==> config.mk <==
export PLATFORM = sky130hd
export DESIGN_NAME = hwpf_issue_ctrl
export DESIGN_NICKNAME = d
export VERILOG_FILES = /design/src/rtl/drac_pkg.sv /design/src/rtl/hwpf_credit_cnt.sv /design/src/rtl/hwpf_issue_ctrl.sv
export SDC_FILE = /design/constraint.sdc
export NUM_CORES = 1
export LEC_CHECK = 0
export BUFFER_PORTS_ARGS = -buffer_cell sky130_fd_sc_hd__buf_2
export CAP_MARGIN = 10
export CORE_MARGIN = 2
export CORE_UTILIZATION = 42
export DETAILED_ROUTE_END_ITERATION = 10
export PLACE_DENSITY = 0.8
export SLEW_MARGIN = 10
export SYNTH_ARGS = -nofsm -noshare
export SYNTH_HDL_FRONTEND = slang
export SYNTH_SLANG_ARGS = --single-unit
==> constraint.sdc <==
create_clock -name clk_i -period 2.8 [get_ports clk_i]
set_clock_uncertainty 0.2 [all_clocks]
set_input_delay 0.14 -clock clk_i [delete_from_list [all_inputs] [get_ports clk_i]]
set_output_delay 0.14 -clock clk_i [all_outputs]
set_load 0.01 [all_outputs]
==> src/rtl/drac_pkg.sv <==
// Shared definitions for the data-cache request path: prefetch issue FSM
// states and default line size / prefetch credit constants.
package drac_pkg;

    localparam int unsigned HWPF_LINE_BYTES      = 64;
    localparam int unsigned HWPF_MAX_OUTSTANDING = 4;

    typedef enum logic [1:0] {
        HWPF_IDLE,
        HWPF_POP,
        HWPF_CAPTURE,
        HWPF_ISSUE
    } hwpf_state_e;

endpackage

==> src/rtl/hwpf_credit_cnt.sv <==
// Prefetch credit tracker: counts prefetches in flight, never over- or
// underflows, and flags when no further prefetch may be launched.
module hwpf_credit_cnt #(
    parameter int unsigned MAX_OUTSTANDING = 4,
    parameter int unsigned CNT_W           = $clog2(MAX_OUTSTANDING + 1)
) (
    input  logic             clk_i,
    input  logic             rst_ni,
    input  logic             inc,
    input  logic             dec,
    output logic [CNT_W-1:0] count,
    output logic             full
);

    logic inc_eff;
    logic dec_eff;

    assign full    = (count == CNT_W'(MAX_OUTSTANDING));
    assign inc_eff = inc && !full;
    assign dec_eff = dec && (count != '0);

    // NOTE: sequential state uses non-blocking assignments so every flop
    // samples pre-edge values regardless of process ordering.
    always_ff @(posedge clk_i or negedge rst_ni) begin
        if (!rst_ni) begin
            count <= '0;
        end else if (inc_eff && !dec_eff) begin
            count <= count + CNT_W'(1);
        end else if (dec_eff && !inc_eff) begin
            count <= count - CNT_W'(1);
        end
    end

endmodule

==> src/rtl/hwpf_issue_ctrl.sv <==
// Hardware prefetch issue controller: pops the prefetch FIFO during demand
// lulls and slips line-aligned prefetches onto the dcache port behind demand.
module hwpf_issue_ctrl
    import drac_pkg::*;
#(
    parameter int unsigned ADDR_W          = 40,
    parameter int unsigned LINE_BYTES      = HWPF_LINE_BYTES,
    parameter int unsigned MAX_OUTSTANDING = HWPF_MAX_OUTSTANDING,
    parameter int unsigned IDLE_CYCLES     = 2
) (
    input  logic                                 clk_i,
    input  logic                                 rst_ni,
    input  logic                                 enable_i,
    input  logic                                 flush_i,
    input  logic                                 dmd_valid_i,
    input  logic [ADDR_W-1:0]                    dmd_addr_i,
    output logic                                 dmd_ready_o,
    output logic                                 pf_read_o,
    input  logic                                 pf_valid_i,
    input  logic [ADDR_W-1:0]                    pf_addr_i,
    output logic                                 mem_valid_o,
    output logic [ADDR_W-1:0]                    mem_addr_o,
    output logic                                 mem_is_pf_o,
    input  logic                                 mem_ready_i,
    input  logic                                 pf_rsp_valid_i,
    output logic [$clog2(MAX_OUTSTANDING+1)-1:0] outstanding_o
);

    localparam int unsigned      CNT_W     = $clog2(MAX_OUTSTANDING + 1);
    localparam int unsigned      IDLE_W    = $clog2(IDLE_CYCLES + 1);
    localparam logic [IDLE_W-1:0] IDLE_MAX = IDLE_W'(IDLE_CYCLES);
    localparam logic [ADDR_W-1:0] LINE_MASK = ~ADDR_W'(LINE_BYTES - 1);

    hwpf_state_e       state_q, state_d;
    logic [ADDR_W-1:0] pf_addr_q, pf_addr_d;
    logic [IDLE_W-1:0] idle_cnt_q;
    logic              pf_present;
    logic              pf_grant;
    logic              cred_full;

    // A flush cycle must never launch the held prefetch, so it hides it.
    assign pf_present  = (state_q == HWPF_ISSUE) && !dmd_valid_i && !flush_i;
    assign pf_grant    = pf_present && mem_ready_i;

    assign pf_read_o   = (state_q == HWPF_POP);
    assign dmd_ready_o = dmd_valid_i && mem_ready_i;
    assign mem_valid_o = dmd_valid_i || pf_present;
    assign mem_is_pf_o = pf_present;
    assign mem_addr_o  = dmd_valid_i ? dmd_addr_i : (pf_addr_q & LINE_MASK);

    hwpf_credit_cnt #(
        .MAX_OUTSTANDING (MAX_OUTSTANDING),
        .CNT_W           (CNT_W)
    ) u_credit (
        .clk_i  (clk_i),
        .rst_ni (rst_ni),
        .inc    (pf_grant),
        .dec    (pf_rsp_valid_i),
        .count  (outstanding_o),
        .full   (cred_full)
    );

    // NOTE: every always_comb output gets its default first, so no path
    // through the case can infer a latch.
    always_comb begin
        state_d   = state_q;
        pf_addr_d = pf_addr_q;
        unique case (state_q)
            HWPF_IDLE: begin
                if (enable_i && (idle_cnt_q == IDLE_MAX) && !cred_full) begin
                    state_d = HWPF_POP;
                end
            end
            HWPF_POP: state_d = HWPF_CAPTURE;
            HWPF_CAPTURE: begin
                if (pf_valid_i) begin
                    pf_addr_d = pf_addr_i;
                    state_d   = HWPF_ISSUE;
                end else begin
                    state_d = HWPF_IDLE;
                end
            end
            HWPF_ISSUE: begin
                if (pf_grant) begin
                    state_d = HWPF_IDLE;
                end
            end
            default: state_d = HWPF_IDLE;
        endcase
        if (flush_i) begin
            state_d   = HWPF_IDLE;
            pf_addr_d = '0;
        end
    end

    // NOTE: the held prefetch address is a plain register, not a RAM, so it
    // takes the async reset like the rest of the control state.
    always_ff @(posedge clk_i or negedge rst_ni) begin
        if (!rst_ni) begin
            state_q    <= HWPF_IDLE;
            pf_addr_q  <= '0;
            idle_cnt_q <= '0;
        end else begin
            state_q   <= state_d;
            pf_addr_q <= pf_addr_d;
            if (dmd_valid_i) begin
                idle_cnt_q <= '0;
            end else if (idle_cnt_q != IDLE_MAX) begin
                idle_cnt_q <= idle_cnt_q + IDLE_W'(1);
            end
        end
    end

endmodule

==> impl_metrics.csv, run 1 <==
group,metric,value,unit
outcome,result_of_the_run,"finished, final reports clean",
clock_network,cts.repair.resized,0,
cells_and_area,final_net_count,415,
timing,min_period_over_period,87.2,%
routing,route.antenna.remaining_nets,0,
timing,timing.final.crit_period,2.44,ns
worst_setup_path,cp_cell_sequence,"dlygate4sd3_1, buf_2, nor4b_2, and3_1, ha_1, inv_1, fa_1, xor2_1, nor2_1, xor2_1",
worst_setup_path,worst-path-buf-inv,3,
timing,report.final.hold_viol_count,0,
worst_setup_path,path_max_fanout,6,
timing,timing.final.setup_violations,0,
clock_network,insertion_delay,0.29,ns
cells_and_area,finish.instance_area,0.00322,mm^2
clock_network,cts.path.max_buffers,2,
worst_setup_path,setup.worst_path.start_class,"input port",
worst_setup_path,reg2reg_to,"u_credit.count[1]$_DFFE_PN0P_",
routing,post_route_drc_violation_count,0,
synthesis,netlist_top_cells_area,"dfrtp_1 (49%), mux2_2 (19%), a22o_1 (13%), buf_6 (2.2%), and2_1 (2.1%)",
worst_setup_path,r2r_slack,0.37,ns
clock_network,clkTransAtPathRegs,0.08,ns
synthesis,postSynth.topFlopCell,"dfrtp_1",
worst_setup_path,crit_required,2.81,ns
synthesis,synth_edf_count,0,
routing,detail_route.iter0.violations,71,
placed_design,dpl-instance-area,0.00275,mm^2
synthesis,yosysMostFrequentCell,"dfrtp_1",
synthesis,synth-warning-count,0,
cells_and_area,number_of_fillers_in_the_final_layout,386,
worst_setup_path,critical-path-max-stage-delay,0.53,ns
placed_design,post-dp-hpwl,3.82,mm
floorplanning,die_w,74.6,um
routing,wire_per_inst,15.1,um
floorplanning,dieHeight,74.6,um
cells_and_area,drive_gt1_share,56.3,%
worst_setup_path,cp.depth,10,
floorplanning,floorplan.rows,25,
floorplanning,ioPinCount,135,
routing,drt_first_pass_iters,4,
clock_network,tritoncts,"built",
clock_network,ctsHtreeMaxLevel,2,
pwr,p_leak,1.72,nW
synthesis,synth_sequential_area_ratio,49.0,%
pwr,vdd_drop_max,0.349,mV
global_routing,grt.overflow.total,0,
timing,highest_clock_frequency_the_design_can_meet,410,MHz
floorplanning,core_region,0.00475,mm^2
min_path,min_path_cells,3,
min_path,timing.hold.worst.class,"input port to register",
synthesis,synthesis.nets,251,
global_routing,largest_net_degree_at_the_start_of_global_routing,46,
timing,maxSlewHeadroom,39.7,%
worst_setup_path,r2r_cells,6,
worst_setup_path,timing.critical_path.slowest_stage_cell,"dlygate4sd3_1",
flow_run,max-cap-violations,0,
worst_setup_path,path_delay_family,"buffers and inverters",
clock_network,cts_buffers,5,
synthesis,proportion_of_netlist_area_held_by_the_largest_area_contributor,49.0,%
routing,detailroute.via_count,1952,
synthesis,syn-cell-area,0.00209,mm^2
pwr,report.power.total,1.49,mW
worst_setup_path,critical_path_type,"input port to register",
synthesis,synthesis.instances,160,
worst_setup_path,endpoint_kind,"register",
timing,fin_tns_setup,0,ns
global_routing,grt_antenna_before_repair,0,
min_path,worst_hold_startpoint,"mem_ready_i",
placed_design,globalplace.congestion,0.725,
worst_setup_path,worstPathArrival,2.45,ns
cells_and_area,num_antenna_cells,0,
clock_network,post_cts_setup_repair_bufs,0,
synthesis,syn_area_per_cell,13.1,um^2
timing,slew_violations,0,
synthesis,synth.lib_cells_used.distinct,27,
placed_design,port_buffers,128,
timing,rsz0062_at_grt,"no",
clock_network,clock-root-buffer,"clkbuf_8",
synthesis,synth_top_cell_by_area,"dfrtp_1",
synthesis,flops_latches_synth,41,
min_path,whs_endpoint,"state_q[0]$_DFFE_PN0P_",
global_routing,grt_pass1_vias,1922,
worst_setup_path,worst_r2r_startpoint,"u_credit.count[0]$_DFFE_PN0P_",
routing,drt_wl_total,5.92,mm
synthesis,postSynth.asyncResetShare,100,%
global_routing,grt_first_pass_wirelength,8.95,mm
global_routing,gr-usage-all-layers,21.2,%
worst_setup_path,critPathMostFrequentCell,"xor2_1",
cells_and_area,syn2layout_area_growth,53.6,%
synthesis,synth_common_cells,"dfrtp_1 (41), mux2_2 (35), a22o_1 (30)",
clock_network,clock_sinks,41,
pwr,powerDensity,462,mW/mm^2
timing,worst_slew_pin_slew,0.904,ns
routing,viasPerCell,4.98,
floorplanning,die-area,0.00557,mm^2
floorplanning,initial_utilization,44.1,%
## cell usage in the layout (no fill, tap or decap), types with 2 or more instances in the layout
master / instances
dfrtp_1: 41
a22o_2: 4
dlygate4sd3_1: 38
mux2_2: 35
clkbuf_8: 5
clkinv_2: 2
inv_1: 4
ha_1: 2
buf_2: 128
nor2_1: 6
a22o_1: 30
buf_4: 3
a21oi_1: 3
xor2_1: 3
and2_1: 7
## area by class of cell
type	count	area [um^2]	area share (%)
Clock buffer	5	68.8	2.14
Clock inverter	3	17.5	0.545
Inverter	4	15.0	0.467
Multi-Input combinational cell	103	962	29.9
Sequential cell	41	1030	31.9
Tap cell	67	83.8	2.61
Timing Repair Buffer	169	1040	32.4
## cell families after synthesis
logic type	synth area share, %
xor gates and xnor gates	1.67
and+or+nand+nor	6.09
muxes	18.8
buffers and inverters	5.08
adders and majority gates	2.15
DFF	49.0
AOI/OAI and AO/OA	17.2
## worst register-to-register path, cell delays in order (launching register included)
cell and delay (ns):
dfrtp_1 0.46, or3b_2 0.50, and3_1 0.20, ha_1 0.22
inv_1 0.08, fa_1 0.40, mux2_2 0.26
## worst max-delay path by stage
stage                                     to                     startpoint
6_report       u_credit.count[2]$_DFFE_PN0P_                        flush_i
4_1_cts        u_credit.count[2]$_DFFE_PN0P_                        flush_i
5_1_grt        u_credit.count[2]$_DFFE_PN0P_                        flush_i
2_1_floorplan  u_credit.count[1]$_DFFE_PN0P_  u_credit.count[0]$_DFFE_PN0P_
3_5_place_dp   u_credit.count[1]$_DFFE_PN0P_  u_credit.count[0]$_DFFE_PN0P_
3_3_place_gp   u_credit.count[1]$_DFFE_PN0P_  u_credit.count[0]$_DFFE_PN0P_
## timing repair
item	CTS	global route
hold buffers	38	0
endpoints found under the hold margin	77	0
endpoints found under the setup margin	0	0
## flip-flops by register name (all words and copies together), names as in the netlist
name            count
idle_cnt_q          2
u_credit.count      3
state_q             2
pf_addr_q          34
## stage by stage
| step | setup slack [ns] | instances | utilization (%) | hold slack (ns) |
|---|---|---|---|---|
| 2_1_floorplan | 0.439 | 160 | - | -0.356 |
| 3_3_place_gp | 0.444 | 346 | 57.8 | 0.119 |
| 3_5_place_dp | 0.372 | 346 | 57.8 | 0.121 |
| 4_1_cts | 0.339 | 392 | 67.7 | 0.000509 |
| 5_1_grt | 0.207 | 392 | 67.7 | 0.00375 |
| 6_report | 0.360 | 392 | 67.7 | 0.00313 |
## per-layer routing
layer	global-route usage [%]	part of all wire [%]	wire length, um
met1	26.7	42	2460
met2	37.2	50	2930
met3	5.35	8.1	482
met4	4.56	0.61	36
met5	0	0	0
## power breakdown
part           switching [mW]  internal (mW)  total [mW]  leakage [nW]
logic                   0.187          0.226       0.413          1.12
clock network           0.205          0.172       0.378        0.0439
registers              0.0535          0.642       0.696         0.563
Power figures use the tool's default switching activity.
==> run 2: changes to the inputs <==
- CORE_UTILIZATION: 42 -> 43
- PLACE_DENSITY: 0.8 -> 0.82
- REMOVE_ABC_BUFFERS: default -> 1
- SYNTH_HIERARCHICAL: default -> 1
==> impl_metrics.csv, run 2 <==
group,metric,value,unit
timing,min_period_over_period,88.0,%
synthesis,synth-warning-count,6,
worst_setup_path,crit_path_end,"u_credit/count[2]$_DFFE_PN0P_",
timing,fin_tns_setup,0,ns
floorplanning,core_region,0.00475,mm^2
worst_setup_path,critical_path_type,"input port to register",
synthesis,proportion_of_netlist_area_held_by_the_largest_area_contributor,48.2,%
routing,drt_first_pass_iters,4,
pwr,p_leak,1.78,nW
worst_setup_path,worstSetupStartpoint,"flush_i",
synthesis,flops_latches_synth,41,
clock_network,ctsHtreeMaxLevel,2,
routing,viasPerCell,4.89,
synthesis,synthesis.instances,162,
floorplanning,initial_utilization,44.8,%
synthesis,synth_common_cells,"dfrtp_1 (41), a22o_1 (34), mux2_1 (19)",
clock_network,clock_sinks,41,
worst_setup_path,worstPathArrival,2.48,ns
clock_network,cts.path.max_buffers,2,
pwr,vdd_drop_max,0.275,mV
clock_network,clkTransAtPathRegs,0.08,ns
global_routing,grt_first_pass_wirelength,8.29,mm
cells_and_area,finalCoreUtilization,69.1,%
synthesis,syn_area_per_cell,13.1,um^2
timing,slew_violations,0,
routing,wire_per_inst,13.8,um
clock_network,tritoncts,"built",
cells_and_area,num_antenna_cells,0,
worst_setup_path,r2r_slack,0.40,ns
placed_design,globalplace.congestion,0.753,
clock_network,cts.repair.resized,0,
cells_and_area,layout_commonest_cell,"buf_2",
worst_setup_path,worst_r2r_startpoint,"state_q[1]$_DFFE_PN0P_",
timing,worst_slew_pin_slew,0.896,ns
clock_network,post_cts_setup_repair_bufs,0,
floorplanning,ioPinCount,135,
synthesis,synth_sequential_area_ratio,48.2,%
global_routing,gr-usage-all-layers,20.0,%
cells_and_area,registers_with_the_most_flip_flops,"pf_addr_q (34), u_credit/count (3)",
routing,route.antenna.remaining_nets,0,
synthesis,synth.lib_cells_used.distinct,27,
pwr,powerDensity,503,mW/mm^2
clock_network,cts_buffers,5,
clock_network,insertion_delay,0.29,ns
cells_and_area,number_of_fillers_in_the_final_layout,371,
global_routing,grt_pass1_vias,1891,
floorplanning,die-area,0.00553,mm^2
floorplanning,die_w,74.4,um
clock_network,clock-root-buffer,"clkbuf_8",
cells_and_area,max_flop_register,"pf_addr_q",
synthesis,postSynth.topFlopCell,"dfrtp_1",
synthesis,netlist_top_cells_area,"dfrtp_1 (48%), a22o_1 (14%), mux2_1 (10%), mux2_2 (8.5%), buf_6 (2.1%)",
timing,maxSlewHeadroom,40.3,%
global_routing,grt_antenna_before_repair,0,
cells_and_area,drive_gt1_share,48.2,%
cells_and_area,syn2layout_area_growth,54.4,%
cells_and_area,final_net_count,418,
worst_setup_path,path_max_fanout,5,
worst_setup_path,r2r_cells,10,
cells_and_area,largest_register_ffs,34,
routing,drt_wl_total,5.45,mm
synthesis,syn-cell-area,0.00213,mm^2
timing,report.final.hold_viol_count,0,
floorplanning,floorplan.rows,25,
global_routing,largest_net_degree_at_the_start_of_global_routing,48,
min_path,timing.hold.worst.class,"input port to register",
timing,highest_clock_frequency_the_design_can_meet,406,MHz
routing,post_route_drc_violation_count,0,
synthesis,synth_top_cell_by_area,"dfrtp_1",
worst_setup_path,endpoint_kind,"register",
routing,detailroute.via_count,1931,
timing,timing.final.setup_violations,0,
worst_setup_path,cp_cell_sequence,"dlygate4sd3_1, buf_2, nor2b_1, nand2_1, nor3b_1, nor2b_1, ha_1, inv_1, fa_1, xor2_1, nor2_1, xor2_1",
floorplanning,dieHeight,74.4,um
timing,rsz0062_at_grt,"no",
worst_setup_path,reg2reg_to,"u_credit/count[2]$_DFFE_PN0P_",
placed_design,post-dp-hpwl,3.58,mm
worst_setup_path,critical-path-max-stage-delay,0.53,ns
global_routing,grt.overflow.total,0,
flow_run,max-cap-violations,0,
synthesis,synth_edf_count,0,
outcome,result_of_the_run,"finished, final reports clean",
clock_network,hold_buffers,39,
placed_design,port_buffers,128,
routing,detail_route.iter0.violations,49,
cells_and_area,layout_common_cells,"buf_2 (128), dfrtp_1 (41), dlygate4sd3_1 (39), a22o_1 (34), mux2_1 (19)",
worst_setup_path,setup.worst_path.start_class,"input port",
synthesis,postSynth.asyncResetShare,100,%
synthesis,yosysMostFrequentCell,"dfrtp_1",
worst_setup_path,crit_required,2.82,ns
worst_setup_path,timing.critical_path.slowest_stage_cell,"dlygate4sd3_1",
timing,timing.final.crit_period,2.46,ns
run 2: cell types whose count changed in the layout (fill, tap and decap cells not counted), moves of 3 or more:
cell / before / now
mux2_2: 35 / 16
a22o_1: 30 / 34
nor2b_1: 0 / 3
a22o_2: 4 / 0
mux2_1: 0 / 19
run 2: worst min-delay path by stage:
stage / to / start / depth (start not counted) / slack (ns)
after floorplan: idle_cnt_q[0]$_DFFE_PN0P_ / rst_ni / 0 / -0.36
after global placement: u_credit/count[2]$_DFFE_PN0P_ / rst_ni / 1 / 0.11
after detailed placement: u_credit/count[2]$_DFFE_PN0P_ / rst_ni / 1 / 0.12
after CTS: u_credit/count[0]$_DFFE_PN0P_ / pf_rsp_valid_i / 4 / 0.10
after global routing: u_credit/count[0]$_DFFE_PN0P_ / pf_rsp_valid_i / 4 / 0.12
final: u_credit/count[0]$_DFFE_PN0P_ / pf_rsp_valid_i / 4 / 0.11
run 2: final cells by class:
class,count,area (um^2),share of cell area (%)
flip-flops and latches,41,1030,31.2
repair buffers,170,1050,32.1
clock inverters,3,65.1,1.98
multi-input cells,107,981,29.9
clock buffers,5,68.8,2.09
inverters,2,7.51,0.228
well taps,67,83.8,2.55
run 2: logic make-up after synthesis:
family | synth area share (%)
AO/OA/AOI/OAI | 15.5
XOR/XNOR | 1.65
adder cells (fa/ha/maj) | 2.12
buffers and inverters | 5.70
flip-flops | 48.2
multiplexers | 18.5
AND/OR/NAND/NOR | 8.29
run 2: layer usage:
| metal | share of wire (%) | GRT usage, % | vias to the layer above | wire [um] |
|---|---|---|---|---|
| met5 | 0 | 0 | - | 0 |
| met4 | 1.3 | 6.35 | 0 | 69 |
| met3 | 6.7 | 4.61 | 7 | 364 |
| met2 | 52 | 37.7 | 84 | 2820 |
| met1 | 40 | 22.2 | 915 | 2190 |
| li1 | - | - | 925 | - |
run 2: through the flow:
step	worst slack, ns	hold slack [ns]	instances	cell area, um^2	total power, mW
after global routing	0.189	0.124	395	3290	1.74
after detailed placement	0.398	0.123	348	2760	1.07
after global placement	0.466	0.114	348	2760	1.05
after floorplan	0.572	-0.356	150	2010	0.895
final	0.335	0.112	395	3290	1.65
after CTS	0.325	0.103	395	3290	1.68
run 2: critical path: cells and delay by family:
| kind | cells | cell delay, ns |
|---|---|---|
| adder cells (fa/ha/maj) | 2 | 0.58 |
| buffers and inverters | 3 | 0.76 |
| XOR/XNOR | 2 | 0.30 |
| AND/OR/NAND/NOR | 5 | 0.70 |
run 2: report_power, final:
group	switching [mW]	total [mW]	internal [mW]
sequential	0.0503	0.692	0.642
combinational	0.181	0.407	0.225
clock	0.199	0.553	0.354
total	0.431	1.65	1.22
==> run 3: changes to the inputs <==
- CORE_UTILIZATION: 43 -> 35
- PLACE_DENSITY: 0.82 -> 0.69
==> impl_metrics.csv, run 3 (synthesis results as in run 2) <==
group,metric,value,unit
timing,min_period_over_period,88.9,%
floorplanning,ioPinCount,135,
flow_run,max-cap-violations,0,
floorplanning,die_w,82.0,um
worst_setup_path,critical-path-max-stage-delay,0.53,ns
timing,rsz0062_at_grt,"no",
routing,post_route_drc_violation_count,0,
routing,drt_wl_total,5.41,mm
timing,maxSlewHeadroom,41.2,%
pwr,p_leak,1.77,nW
routing,wire_per_inst,13.5,um
cells_and_area,syn2layout_area_growth,54.3,%
cells_and_area,finalCoreUtilization,55.8,%
floorplanning,dieHeight,82.0,um
timing,highest_clock_frequency_the_design_can_meet,402,MHz
cells_and_area,number_of_fillers_in_the_final_layout,509,
timing,timing.final.crit_period,2.49,ns
pwr,vdd_drop_max,0.223,mV
floorplanning,die-area,0.00672,mm^2
cells_and_area,sequential_cell_area,0.00103,mm^2
worst_setup_path,cp_cell_sequence,"dlygate4sd3_1, buf_2, nor2b_1, nand2_1, nor3b_1, nor2b_1, ha_1, inv_1, fa_1, xor2_1, nor2_1, xor2_1",
outcome,result_of_the_run,"finished, final reports clean",
floorplanning,initial_utilization,36.2,%
global_routing,grt_pass1_vias,1797,
placed_design,post-dp-hpwl,3.49,mm
worst_setup_path,timing.critical_path.slowest_stage_cell,"dlygate4sd3_1",
floorplanning,floorplan.rows,28,
routing,drt_first_pass_iters,4,
cells_and_area,layout_commonest_cell,"buf_2",
global_routing,largest_net_degree_at_the_start_of_global_routing,48,
placed_design,port_buffers,128,
routing,detailroute.via_count,1897,
clock_network,clock_sinks,41,
clock_network,clock-root-buffer,"clkbuf_8",
timing,report.final.hold_viol_count,0,
timing,fin_tns_setup,0,ns
worst_setup_path,worstPathArrival,2.51,ns
cells_and_area,largest_register_ffs,34,
timing,slew_violations,0,
global_routing,grt_antenna_before_repair,0,
clock_network,ctsHtreeMaxLevel,2,
clock_network,post_cts_setup_repair_bufs,0,
routing,detail_route.iter0.violations,45,
floorplanning,core_region,0.00589,mm^2
cells_and_area,num_antenna_cells,0,
cells_and_area,final_net_count,417,
cells_and_area,multi_input_comb_area,981,um^2
global_routing,grt.overflow.total,0,
cells_and_area,registers_with_the_most_flip_flops,"pf_addr_q (34), u_credit/count (3)",
min_path,timing.hold.worst.class,"input port to register",
placed_design,globalplace.congestion,0.707,
global_routing,gr-usage-all-layers,16.4,%
global_routing,grt_first_pass_wirelength,8.36,mm
routing,route.antenna.remaining_nets,0,
timing,timing.final.ws_setup,0.312,ns
worst_setup_path,r2r_slack,0.38,ns
routing,viasPerCell,4.72,
worst_setup_path,critical_path_type,"input port to register",
cells_and_area,max_flop_register,"pf_addr_q",
worst_setup_path,setup.worst_path.start_class,"input port",
worst_setup_path,path_max_fanout,5,
clock_network,clkTransAtPathRegs,0.08,ns
clock_network,hold_buffers,39,
timing,worst_slew_pin_slew,0.882,ns
cells_and_area,drive_gt1_share,47.7,%
clock_network,cts.path.max_buffers,2,
pwr,powerDensity,483,mW/mm^2
timing,timing.final.setup_violations,0,
placed_design,preCtsSetupSlack,0.396,ns
worst_setup_path,endpoint_kind,"register",
clock_network,insertion_delay,0.29,ns
worst_setup_path,crit_required,2.82,ns
clock_network,tritoncts,"built",
cells_and_area,layout_common_cells,"buf_2 (128), dfrtp_1 (41), dlygate4sd3_1 (39), a22o_1 (34), mux2_1 (19)",
clock_network,cts.repair.resized,0,
clock_network,cts_buffers,5,
## run 3: cell types whose count changed in the layout (fill, tap and decap cells not counted)
cell	previous run	this run
clkbuf_8	5	6
bufinv_16	2	1
buf_12	0	1
clkinv_2	1	0
clkbuf_1	0	1
buf_4	3	1
## run 3: final timing paths
path | from | endpoint | cells after the start
setup / recovery | flush_i | u_credit/count[2]$_DFFE_PN0P_ | 12
hold / removal | pf_rsp_valid_i | u_credit/count[0]$_DFFE_PN0P_ | 4
setup reg to reg | state_q[1]$_DFFE_PN0P_ | u_credit/count[2]$_DFFE_PN0P_ | 10
hold reg to reg | pf_addr_q[30]$_DFFE_PN0P_ | pf_addr_q[30]$_DFFE_PN0P_ | 1
max in group asynchronous | rst_ni | pf_addr_q[34]$_DFFE_PN0P_ | 2
min in group asynchronous | rst_ni | pf_addr_q[9]$_DFFE_PN0P_ | 2
## run 3: per-layer routing
metal | track usage [%] | share of wire, % | vias to the layer above
met1 | 19.3 | 42 | 886
met4 | 5.67 | 1.5 | 0
met2 | 28.5 | 49 | 80
li1 | - | - | 923
met3 | 4.95 | 7.9 | 8
met5 | 0 | 0 | -
## run 3: stage by stage
stage / instance area [um^2] / hold slack, ns / power [mW] / cells
4_1_cts: 3280 / 0.110 / 1.61 / 402
5_1_grt: 3280 / 0.123 / 1.69 / 402
3_5_place_dp: 2780 / 0.128 / 1.07 / 355
3_3_place_gp: 2780 / 0.116 / 1.06 / 355
2_1_floorplan: 2010 / -0.356 / 0.895 / 150
6_report: 3280 / 0.109 / 1.58 / 402
## run 3: final cells by class
class                           count  share of cell area [%]
Clock buffer                        7                    2.63
Clock inverter                      1                   0.915
Inverter                            2                   0.229
Multi-Input combinational cell    107                    29.9
Sequential cell                    41                    31.2
Tap cell                           75                    2.86
Timing Repair Buffer              169                    32.2
## run 3: worst max-delay path, delay by kind of cell
kind	cells	cell delay, ns
buf+inv	3	0.75
xor+xnor	2	0.30
simple gates	5	0.76
fa+ha+maj	2	0.56
## run 3: power breakdown
part           switching, mW  internal (mW)
clock                  0.197          0.291
combinational          0.179          0.225
sequential            0.0501          0.642
